**config.mk**
```make
export PLATFORM = sky130hd
export DESIGN_NAME = lct_dead_time_filter_flat
export DESIGN_NICKNAME = d
export VERILOG_FILES = /design/src/rtl/alct_lct_pkg.sv /design/src/rtl/lct_dead_time_filter_if.sv /design/src/rtl/lct_hist_entry.sv /design/src/rtl/lct_dead_time_filter.sv /design/src/flat_wrapper.sv
export SDC_FILE = /design/constraint.sdc
export NUM_CORES = 1
export LEC_CHECK = 0
export CELL_PAD_IN_SITES_DETAIL_PLACEMENT = 0
export CELL_PAD_IN_SITES_GLOBAL_PLACEMENT = 1
export CORE_MARGIN = 2
export CORE_UTILIZATION = 48
export DETAILED_ROUTE_END_ITERATION = 8
export MAX_ROUTING_LAYER = met4
export PLACE_DENSITY = 0.95
export SLEW_MARGIN = 20
export SYNTH_ARGS = -nofsm -noshare
export SYNTH_HDL_FRONTEND = slang
export SYNTH_SLANG_ARGS = --single-unit
```
**constraint.sdc**
```tcl
create_clock -name clk -period 10.4 [get_ports clk]
set_input_delay 2.08 -clock clk [delete_from_list [all_inputs] [get_ports clk]]
set_output_delay 2.08 -clock clk [all_outputs]
set_load 0.01 [all_outputs]
```
**src/rtl/alct_lct_pkg.sv**
```systemverilog
// Shared LCT definitions: word layout, history-entry type and helpers used by
// the dead-time filter and its history entries.
package alct_lct_pkg;

    localparam int unsigned LCT_W     = 18;
    localparam int unsigned KEY_W     = 7;
    localparam int unsigned Q_W       = 2;
    localparam int unsigned CNT_W     = 4;
    localparam int unsigned BXN_W     = 12;
    localparam int unsigned LCT_BXN_W = 5;
    localparam int unsigned SHOWER_W  = 2;
    localparam int unsigned SUP_W     = 16;

    // Field offsets inside an 18-bit LCT word; bit 0 is always zero.
    localparam int unsigned LCT_VALID_O = 17;
    localparam int unsigned LCT_Q_O     = 15;
    localparam int unsigned LCT_ACCEL_O = 14;
    localparam int unsigned LCT_PATB_O  = 13;
    localparam int unsigned LCT_KEY_O   = 6;
    localparam int unsigned LCT_BXN_O   = 1;

    typedef struct packed {
        logic [KEY_W-1:0] key;
        logic [Q_W-1:0]   quality;
        logic [CNT_W-1:0] cnt;
    } hist_entry_t;

    typedef struct packed {
        logic             valid;
        logic [Q_W-1:0]   quality;
        logic             accel;
        logic             patb;
        logic [KEY_W-1:0] key;
    } lct_t;

    // Two keys belong to the same track when their 8-bit unsigned distance is within tol.
    function automatic logic key_near(input logic [KEY_W-1:0] a,
                                      input logic [KEY_W-1:0] b,
                                      input int unsigned      tol);
        logic [7:0] d;
        d = (a >= b) ? (8'(a) - 8'(b)) : (8'(b) - 8'(a));
        return (32'(d) <= tol);
    endfunction

    function automatic logic [LCT_W-1:0] pack_lct(input lct_t                 l,
                                                  input logic [LCT_BXN_W-1:0] bxn);
        logic [LCT_W-1:0] w;
        w = '0;
        w[LCT_VALID_O]            = l.valid;
        w[LCT_Q_O +: Q_W]         = l.quality;
        w[LCT_ACCEL_O]            = l.accel;
        w[LCT_PATB_O]             = l.patb;
        w[LCT_KEY_O +: KEY_W]     = l.key;
        w[LCT_BXN_O +: LCT_BXN_W] = bxn;
        return w;
    endfunction

endpackage

```
**src/rtl/lct_dead_time_filter_if.sv**
```systemverilog
// LCT bus between the ALCT trigger core / config side and the dead-time filter.
interface lct_dead_time_filter_if;
    import alct_lct_pkg::*;

    logic                hv;
    logic [Q_W-1:0]      hp;
    logic [KEY_W-1:0]    hnp;
    logic                hfap;
    logic                hpatbp;
    logic                lv;
    logic [Q_W-1:0]      lp;
    logic [KEY_W-1:0]    lnp;
    logic                lfap;
    logic                lpatbp;
    logic [SHOWER_W-1:0] shower_int;
    logic [CNT_W-1:0]    dead_time;
    logic                bc0;
    logic [LCT_W-1:0]    lct0;
    logic [LCT_W-1:0]    lct1;
    logic [SHOWER_W-1:0] shower_o;
    logic [SUP_W-1:0]    suppressed_cnt;

    modport master (
        output hv, hp, hnp, hfap, hpatbp,
        output lv, lp, lnp, lfap, lpatbp,
        output shower_int, dead_time, bc0,
        input  lct0, lct1, shower_o, suppressed_cnt
    );

    modport slave (
        input  hv, hp, hnp, hfap, hpatbp,
        input  lv, lp, lnp, lfap, lpatbp,
        input  shower_int, dead_time, bc0,
        output lct0, lct1, shower_o, suppressed_cnt
    );

endinterface

```
**src/rtl/lct_hist_entry.sv**
```systemverilog
// One dead-time history entry: holds key/quality/countdown and compares both
// incoming LCTs against its pre-update state.
module lct_hist_entry
    import alct_lct_pkg::*;
#(
    parameter int unsigned KEY_TOL = 1
) (
    input  logic             clk,
    input  logic             rst_n,
    input  logic             load,
    input  logic [KEY_W-1:0] load_key,
    input  logic [Q_W-1:0]   load_q,
    input  logic [CNT_W-1:0] load_cnt,
    input  logic [KEY_W-1:0] key_a,
    input  logic [Q_W-1:0]   q_a,
    input  logic [KEY_W-1:0] key_b,
    input  logic [Q_W-1:0]   q_b,
    output logic             match_a_c,
    output logic             match_b_c,
    output logic [CNT_W-1:0] cnt
);

    hist_entry_t ent;
    logic        live_c;

    assign cnt = ent.cnt;

    // A count of 1 is still live, so an entry matches during its final clock.
    always_comb begin
        live_c    = (ent.cnt != '0);
        match_a_c = live_c && key_near(key_a, ent.key, KEY_TOL) && (q_a <= ent.quality);
        match_b_c = live_c && key_near(key_b, ent.key, KEY_TOL) && (q_b <= ent.quality);
    end

    always_ff @(posedge clk or negedge rst_n) begin
        if (!rst_n) begin
            ent <= '0;
        end else if (load) begin
            ent.key     <= load_key;
            ent.quality <= load_q;
            ent.cnt     <= load_cnt;
        end else if (live_c) begin
            ent.cnt <= ent.cnt - CNT_W'(1);
        end
    end

endmodule

```
**src/rtl/lct_dead_time_filter.sv**
```systemverilog
// Suppresses same-track LCT re-triggers within a programmable dead time, promotes
// the second LCT when the best is dropped and stamps the BXN. Option: LCT_SHOWER_BYPASS_EN.
module lct_dead_time_filter
    import alct_lct_pkg::*;
#(
    parameter int unsigned KEY_TOL = 1,
    parameter int unsigned BXN_MAX = 3563
) (
    input  logic                   clk,
    input  logic                   rst_n,
    lct_dead_time_filter_if.slave  bus
);

    localparam int unsigned SUM_W = SUP_W + 1;

    lct_t             best_c;
    lct_t             second_c;
    logic [1:0]       match_h_c;
    logic [1:0]       match_l_c;
    logic [CNT_W-1:0] cnt0;
    logic [CNT_W-1:0] cnt1;
    logic             bypass_c;
    logic             h_acc_c;
    logic             l_acc_c;
    logic             load0_c;
    logic             load1_c;
    logic [KEY_W-1:0] load0_key_c;
    logic [KEY_W-1:0] load1_key_c;
    logic [Q_W-1:0]   load0_q_c;
    logic [Q_W-1:0]   load1_q_c;
    logic [LCT_W-1:0] lct0_c;
    logic [LCT_W-1:0] lct1_c;
    logic [1:0]       n_sup_c;
    logic [SUM_W-1:0] sup_sum_c;
    logic [SUP_W-1:0] sup_next_c;
    logic [BXN_W-1:0] bxn;

    always_comb begin
        best_c.valid    = bus.hv;
        best_c.quality  = bus.hp;
        best_c.accel    = bus.hfap;
        best_c.patb     = bus.hpatbp;
        best_c.key      = bus.hnp;
        second_c.valid   = bus.lv;
        second_c.quality = bus.lp;
        second_c.accel   = bus.lfap;
        second_c.patb    = bus.lpatbp;
        second_c.key     = bus.lnp;
    end

    lct_hist_entry #(.KEY_TOL(KEY_TOL)) u_entry0 (
        .clk       (clk),
        .rst_n     (rst_n),
        .load      (load0_c),
        .load_key  (load0_key_c),
        .load_q    (load0_q_c),
        .load_cnt  (bus.dead_time),
        .key_a     (bus.hnp),
        .q_a       (bus.hp),
        .key_b     (bus.lnp),
        .q_b       (bus.lp),
        .match_a_c (match_h_c[0]),
        .match_b_c (match_l_c[0]),
        .cnt       (cnt0)
    );

    lct_hist_entry #(.KEY_TOL(KEY_TOL)) u_entry1 (
        .clk       (clk),
        .rst_n     (rst_n),
        .load      (load1_c),
        .load_key  (load1_key_c),
        .load_q    (load1_q_c),
        .load_cnt  (bus.dead_time),
        .key_a     (bus.hnp),
        .q_a       (bus.hp),
        .key_b     (bus.lnp),
        .q_b       (bus.lp),
        .match_a_c (match_h_c[1]),
        .match_b_c (match_l_c[1]),
        .cnt       (cnt1)
    );

    // Accept decision; the second LCT is also dropped when it shadows an accepted best.
    always_comb begin
        bypass_c = 1'b0;
`ifdef LCT_SHOWER_BYPASS_EN
        bypass_c = |bus.shower_int;
`endif
        h_acc_c = bus.hv & (bypass_c | ~(|match_h_c));
        l_acc_c = bus.lv & (bypass_c |
                  (~(|match_l_c) & ~(h_acc_c & key_near(bus.hnp, bus.lnp, KEY_TOL))));
    end

    // Slot assignment and table load selection.
    always_comb begin
        lct0_c      = '0;
        lct1_c      = '0;
        load0_c     = 1'b0;
        load1_c     = 1'b0;
        load0_key_c = bus.hnp;
        load0_q_c   = bus.hp;
        load1_key_c = bus.lnp;
        load1_q_c   = bus.lp;

        if (h_acc_c && l_acc_c) begin
            lct0_c  = pack_lct(best_c, bxn[LCT_BXN_W-1:0]);
            lct1_c  = pack_lct(second_c, bxn[LCT_BXN_W-1:0]);
            load0_c = 1'b1;
            load1_c = 1'b1;
        end else if (h_acc_c || l_acc_c) begin
            lct0_c = h_acc_c ? pack_lct(best_c, bxn[LCT_BXN_W-1:0])
                             : pack_lct(second_c, bxn[LCT_BXN_W-1:0]);
            // Single accept overwrites the entry closer to expiry; ties go to entry 0.
            if (cnt1 < cnt0) begin
                load1_c     = 1'b1;
                load1_key_c = h_acc_c ? bus.hnp : bus.lnp;
                load1_q_c   = h_acc_c ? bus.hp  : bus.lp;
            end else begin
                load0_c     = 1'b1;
                load0_key_c = h_acc_c ? bus.hnp : bus.lnp;
                load0_q_c   = h_acc_c ? bus.hp  : bus.lp;
            end
        end
    end

    always_comb begin
        n_sup_c    = 2'(bus.hv & ~h_acc_c) + 2'(bus.lv & ~l_acc_c);
        sup_sum_c  = SUM_W'(bus.suppressed_cnt) + SUM_W'(n_sup_c);
        sup_next_c = sup_sum_c[SUP_W] ? '1 : sup_sum_c[SUP_W-1:0];
    end

    // Bunch-crossing counter; bc0 wins over the increment/wrap.
    always_ff @(posedge clk or negedge rst_n) begin
        if (!rst_n) begin
            bxn <= '0;
        end else if (bus.bc0) begin
            bxn <= '0;
        end else if (bxn == BXN_W'(BXN_MAX)) begin
            bxn <= '0;
        end else begin
            bxn <= bxn + BXN_W'(1);
        end
    end

    always_ff @(posedge clk or negedge rst_n) begin
        if (!rst_n) begin
            bus.lct0           <= '0;
            bus.lct1           <= '0;
            bus.shower_o       <= '0;
            bus.suppressed_cnt <= '0;
        end else begin
            bus.lct0           <= lct0_c;
            bus.lct1           <= lct1_c;
            bus.shower_o       <= bus.shower_int;
            bus.suppressed_cnt <= sup_next_c;
        end
    end

endmodule

```
**src/flat_wrapper.sv**
```systemverilog
// flat-port wrapper written by rule: the top's interface ports become plain ports
module lct_dead_time_filter_flat import alct_lct_pkg::*;
#(
    parameter int unsigned KEY_TOL = 1,
    parameter int unsigned BXN_MAX = 3563
)
  (clk, rst_n, bus_hv, bus_hp, bus_hnp, bus_hfap, bus_hpatbp, bus_lv, bus_lp, bus_lnp, bus_lfap, bus_lpatbp, bus_shower_int, bus_dead_time, bus_bc0, bus_lct0, bus_lct1, bus_shower_o, bus_suppressed_cnt);
  lct_dead_time_filter_if bus_i ();
  input  logic clk;
  input  logic rst_n;
  input wire logic [$bits(bus_i.hv)-1:0] bus_hv;
  input wire logic [$bits(bus_i.hp)-1:0] bus_hp;
  input wire logic [$bits(bus_i.hnp)-1:0] bus_hnp;
  input wire logic [$bits(bus_i.hfap)-1:0] bus_hfap;
  input wire logic [$bits(bus_i.hpatbp)-1:0] bus_hpatbp;
  input wire logic [$bits(bus_i.lv)-1:0] bus_lv;
  input wire logic [$bits(bus_i.lp)-1:0] bus_lp;
  input wire logic [$bits(bus_i.lnp)-1:0] bus_lnp;
  input wire logic [$bits(bus_i.lfap)-1:0] bus_lfap;
  input wire logic [$bits(bus_i.lpatbp)-1:0] bus_lpatbp;
  input wire logic [$bits(bus_i.shower_int)-1:0] bus_shower_int;
  input wire logic [$bits(bus_i.dead_time)-1:0] bus_dead_time;
  input wire logic [$bits(bus_i.bc0)-1:0] bus_bc0;
  output wire logic [$bits(bus_i.lct0)-1:0] bus_lct0;
  output wire logic [$bits(bus_i.lct1)-1:0] bus_lct1;
  output wire logic [$bits(bus_i.shower_o)-1:0] bus_shower_o;
  output wire logic [$bits(bus_i.suppressed_cnt)-1:0] bus_suppressed_cnt;
  assign bus_i.hv = bus_hv;
  assign bus_i.hp = bus_hp;
  assign bus_i.hnp = bus_hnp;
  assign bus_i.hfap = bus_hfap;
  assign bus_i.hpatbp = bus_hpatbp;
  assign bus_i.lv = bus_lv;
  assign bus_i.lp = bus_lp;
  assign bus_i.lnp = bus_lnp;
  assign bus_i.lfap = bus_lfap;
  assign bus_i.lpatbp = bus_lpatbp;
  assign bus_i.shower_int = bus_shower_int;
  assign bus_i.dead_time = bus_dead_time;
  assign bus_i.bc0 = bus_bc0;
  assign bus_lct0 = bus_i.lct0;
  assign bus_lct1 = bus_i.lct1;
  assign bus_shower_o = bus_i.shower_o;
  assign bus_suppressed_cnt = bus_i.suppressed_cnt;
  lct_dead_time_filter #(.KEY_TOL(KEY_TOL), .BXN_MAX(BXN_MAX)) u_core (.clk(clk), .rst_n(rst_n), .bus(bus_i));
endmodule
```
==> run_results.csv <==
group,metric,value,unit
run_status,status,"completed",
power_and_ir_drop,cellPowerDensity,244.7,nW/um^2
critical_path,cp.required,10.63,ns
hold_path,holdCritPathClass,"register to register",
critical_path,crit_path_max_fanout,13,
job,cap_viol_max_count,0,
critical_path,worst_r2r_path_depth,22,
clock_network,cts.reportedPaths.clkPinSlew,0.08,ns
synthesis,synthesis.instances,827,
synthesis,netlist_area,7516,um^2
placed_design,gp_routability_congestion,0.9752,
global_routing,grt_antenna_before_repair,0,
floorplan,num_rows,45,
critical_path,crit-reg2reg-capture,"u_core.bus.suppressed_cnt[0]$_DFF_PN0_",
layout,layout_cells_sized_above_1,0.05251,
sta,finClkSkew,0.01077,ns
synthesis,post_synth_main_area_contributors,"sky130_fd_sc_hd__dfrtp_1 (30%), sky130_fd_sc_hd__ha_1 (15%), sky130_fd_sc_hd__a21oi_1 (3.5%)",
critical_path,r2r_slack,4.95,ns
clock_network,cts_root_buffer,"sky130_fd_sc_hd__clkbuf_16",
layout,leading_cell_type_in_the_layout_fill_and_taps_excluded,"sky130_fd_sc_hd__dfrtp_1",
critical_path,end_kind,"register",
routing,final_routed_wirelength_across_all_metal_layers,21970,um
sta,drv_slew,0,
routing,detail_route.vias_per_cell,6.107,
placed_design,hpwlAfterDp,16780,um
power_and_ir_drop,ir_worst_vdd,0.0002205,V
critical_path,crit_end,"u_core.bus.suppressed_cnt[5]$_DFF_PN0_",
sta,slew_headroom,0.3628,
sta,setup_viol,0,
placed_design,placement.setup.worst_slack,2.442,ns
clock_network,total_of_hold_buffers_inserted_after_clock_tree_synthesis,0,
floorplan,ioPinCount,87,
floorplan,dieWidth,129.1,um
routing,drt-initial-drc-count,684,
synthesis,count_of_flip_flops_with_a_built_in_enable_after_synthesis,0,
critical_path,setup.worst_path.start_class,"input port",
synthesis,synth.yosys.warnings,0,
critical_path,cp_data_arrival_time,7.85,ns
global_routing,grt_start_max_net_pins,77,
layout,fillerInstances,1333,
floorplan,die_area,16670,um^2
clock_network,clkSinkCount,90,
synthesis,synthArstFlopShare,1.000,
sta,setup_slack,2.783,ns
routing,route.vias.total,6754,
critical_path,critical_path_class,"input port to register",
placed_design,io_buffers,84,
layout,finish.net_count,1023,
clock_network,cts_tree,"yes",
synthesis,synth-main-ff-cell,"sky130_fd_sc_hd__dfrtp_1",
floorplan,dieHeight,129.1,um
floorplan,initial_cell_density_of_the_core,0.4926,
sta,hold_viol_final,0,
placed_design,placed_cell_area,8488,um^2
clock_network,cts-buffers-inserted,9,
synthesis,yosysSeqAreaShare,0.2997,
sta,finalWorstPathRequiredPeriod,7.617,ns
synthesis,yosysTopAreaCell,"sky130_fd_sc_hd__dfrtp_1",
layout,antenna_cells_inserted,0,
global_routing,globalRouteOverflowTotal,0,
clock_network,clock_latency,0.35,ns
global_routing,grtUsageTotal,0.2769,
sta,final.period_utilization,0.7324,
clock_network,htree_levels,3,
global_routing,grt_pass1_vias,6508,
critical_path,reg2reg_from,"u_core.u_entry1.ent[7]$_DFFE_PN0P_",
synthesis,synth.lib_cells_used.distinct,77,
clock_network,post-cts-setup-buffers,0,
layout,utilization,0.5772,
layout,instances_no_fill,1106,
sta,grt_setup_unrepaired,"false",
synthesis,synthDominantCellAreaShare,0.2997,
clock_network,max-clock-path-buffers,2,
sta,fin_setup_tns,0,ns
routing,dr.pass1.iters,6,
synthesis,ys_ff_latch,90,
synthesis,synth_area_per_cell,9.088,um^2
clock_network,cts_resized,0,
sta,timing_worst_slew_pin_value,0.9558,ns
layout,layout-area-overhead-vs-synth,17.18,%
placed_design,placedCellCount,1090,
routing,detail-route-antenna-nets,0,
power_and_ir_drop,power.leakage,4.086,nW
routing,drc,0,
layout,final_cell_area,8807,um^2
floorplan,coreArea,15260,um^2
sta,max_freq,131.3,MHz
layout,most_frequent_cells_in_the_layout,"sky130_fd_sc_hd__dfrtp_1 (90), sky130_fd_sc_hd__ha_1 (89), sky130_fd_sc_hd__clkdlybuf4s50_1 (83)",
global_routing,grt_pass1_wl,34800,um
critical_path,worst_setup_path_startpoint,"bus_lnp[2]",
routing,routedWlPerCell,19.87,um
[layer usage]
metal / global-route usage / vias to the layer above / wire length [um]
li1: - / 3141 / -
met1: 0.3817 / 3221 / 9779
met5: - / - / 0
met3: 0.04789 / 57 / 1771
met4: 0.1049 / 0 / 720
met2: 0.4087 / 335 / 9701
[cell type report]
class / instances / area, um^2 / area share
clock inverter: 7 / 93.84 / 0.01065
multi-input combinational: 633 / 4852 / 0.5509
clock buffer: 9 / 225.2 / 0.02557
sequential: 90 / 2252 / 0.2557
inverter: 69 / 259.0 / 0.02941
timing repair buffer: 87 / 860.8 / 0.09774
tap: 211 / 264.0 / 0.02998
[worst max-delay path, cell delays in order]
cell and delay [ns]:
sky130_fd_sc_hd__clkdlybuf4s50_1 0.67, sky130_fd_sc_hd__inv_1 0.27, sky130_fd_sc_hd__ha_1 0.45, sky130_fd_sc_hd__and3b_1 0.25
sky130_fd_sc_hd__o2111a_1 0.28, sky130_fd_sc_hd__or2_1 0.32, sky130_fd_sc_hd__or4_4 0.53, sky130_fd_sc_hd__a22oi_2 0.13
sky130_fd_sc_hd__nor4b_4 0.47, sky130_fd_sc_hd__nand2_1 0.11, sky130_fd_sc_hd__a31oi_1 0.16, sky130_fd_sc_hd__ha_1 0.25
sky130_fd_sc_hd__ha_1 0.21, sky130_fd_sc_hd__fa_1 0.40, sky130_fd_sc_hd__and3_1 0.18, sky130_fd_sc_hd__and3_1 0.21
sky130_fd_sc_hd__and3_1 0.22, sky130_fd_sc_hd__inv_1 0.07, sky130_fd_sc_hd__nor2_1 0.06, sky130_fd_sc_hd__nand3_1 0.12
sky130_fd_sc_hd__or2_2 0.27, sky130_fd_sc_hd__nand2_1 0.09
[where the power goes]
part           internal (W)  switching [W]  total, W
Sequential         0.000421      0.0000726  0.000493
Clock              0.000194       0.000159  0.000352
Combinational      0.000549       0.000761   0.00131
[kinds of logic after synthesis]
logic type	Yosys count	synth area share
xor+xnor	35	0.04079
compound gates	227	0.2181
mux	18	0.02780
buf+inv	105	0.05560
fa+ha+maj	100	0.1775
flops	90	0.2997
simple gates	251	0.1801
other cells	1	0.0004989
[registers in the layout, indices dropped and copies added, names as in the netlist]
register / cells
u_core.u_entry0.ent: 9
u_core.u_entry1.cnt: 4
u_core.bus.lct1: 17
u_core.bxn: 12
u_core.bus.suppressed_cnt: 16
u_core.u_entry0.cnt: 4
u_core.u_entry1.ent: 9
u_core.bus.shower_o: 2
u_core.bus.lct0: 17
[synthesized netlist by cell type, drive strengths merged, types with 4 or more instances]
cell type and n:
nor4b 4, o31ai 5, a222oi 4, a2111oi 6, dfrtp 90, nand3 30, and3 18, or3 8
nor2 43, a21oi 55, nand4 9, nor2b 17, a22o 7, nor3 27, xnor2 21, fa 11
a31oi 8, ha 89, a22oi 6, o22ai 4, o21ai 34, clkbuf 24, nand2 47, o211ai 10
o21a 7, a21o 24, a211oi 5, buf 12, a221o 11, and2 9, and4 4, inv 68
mux2i 7, xor2 14, nand2b 12, mux2 11, a221oi 8, o221ai 5, nor4 9
[metrics by stage]
step,hold WS (ns),total power (W)
after floorplan,0.4525,0.001422
after global placement,0.4838,0.001764
after detailed placement,0.4882,0.001762
after CTS,0.4982,0.002121
after global routing,0.5267,0.002302
final,0.4942,0.002155
[worst min path at each step]
stage | startpoint | endpoint | slack [ns] | depth (start not counted)
2_1_floorplan | u_core.bxn[0]$_DFF_PN0_ | u_core.bxn[0]$_DFF_PN0_ | 0.45 | 1
3_3_place_gp | u_core.bxn[0]$_DFF_PN0_ | u_core.bxn[0]$_DFF_PN0_ | 0.48 | 1
3_5_place_dp | u_core.bxn[0]$_DFF_PN0_ | u_core.bxn[0]$_DFF_PN0_ | 0.49 | 1
4_1_cts | u_core.bxn[0]$_DFF_PN0_ | u_core.bxn[0]$_DFF_PN0_ | 0.50 | 1
5_1_grt | u_core.bxn[0]$_DFF_PN0_ | u_core.bxn[0]$_DFF_PN0_ | 0.53 | 1
6_report | u_core.bxn[0]$_DFF_PN0_ | u_core.bxn[0]$_DFF_PN0_ | 0.49 | 1
(Power assumes the default switching activity.)
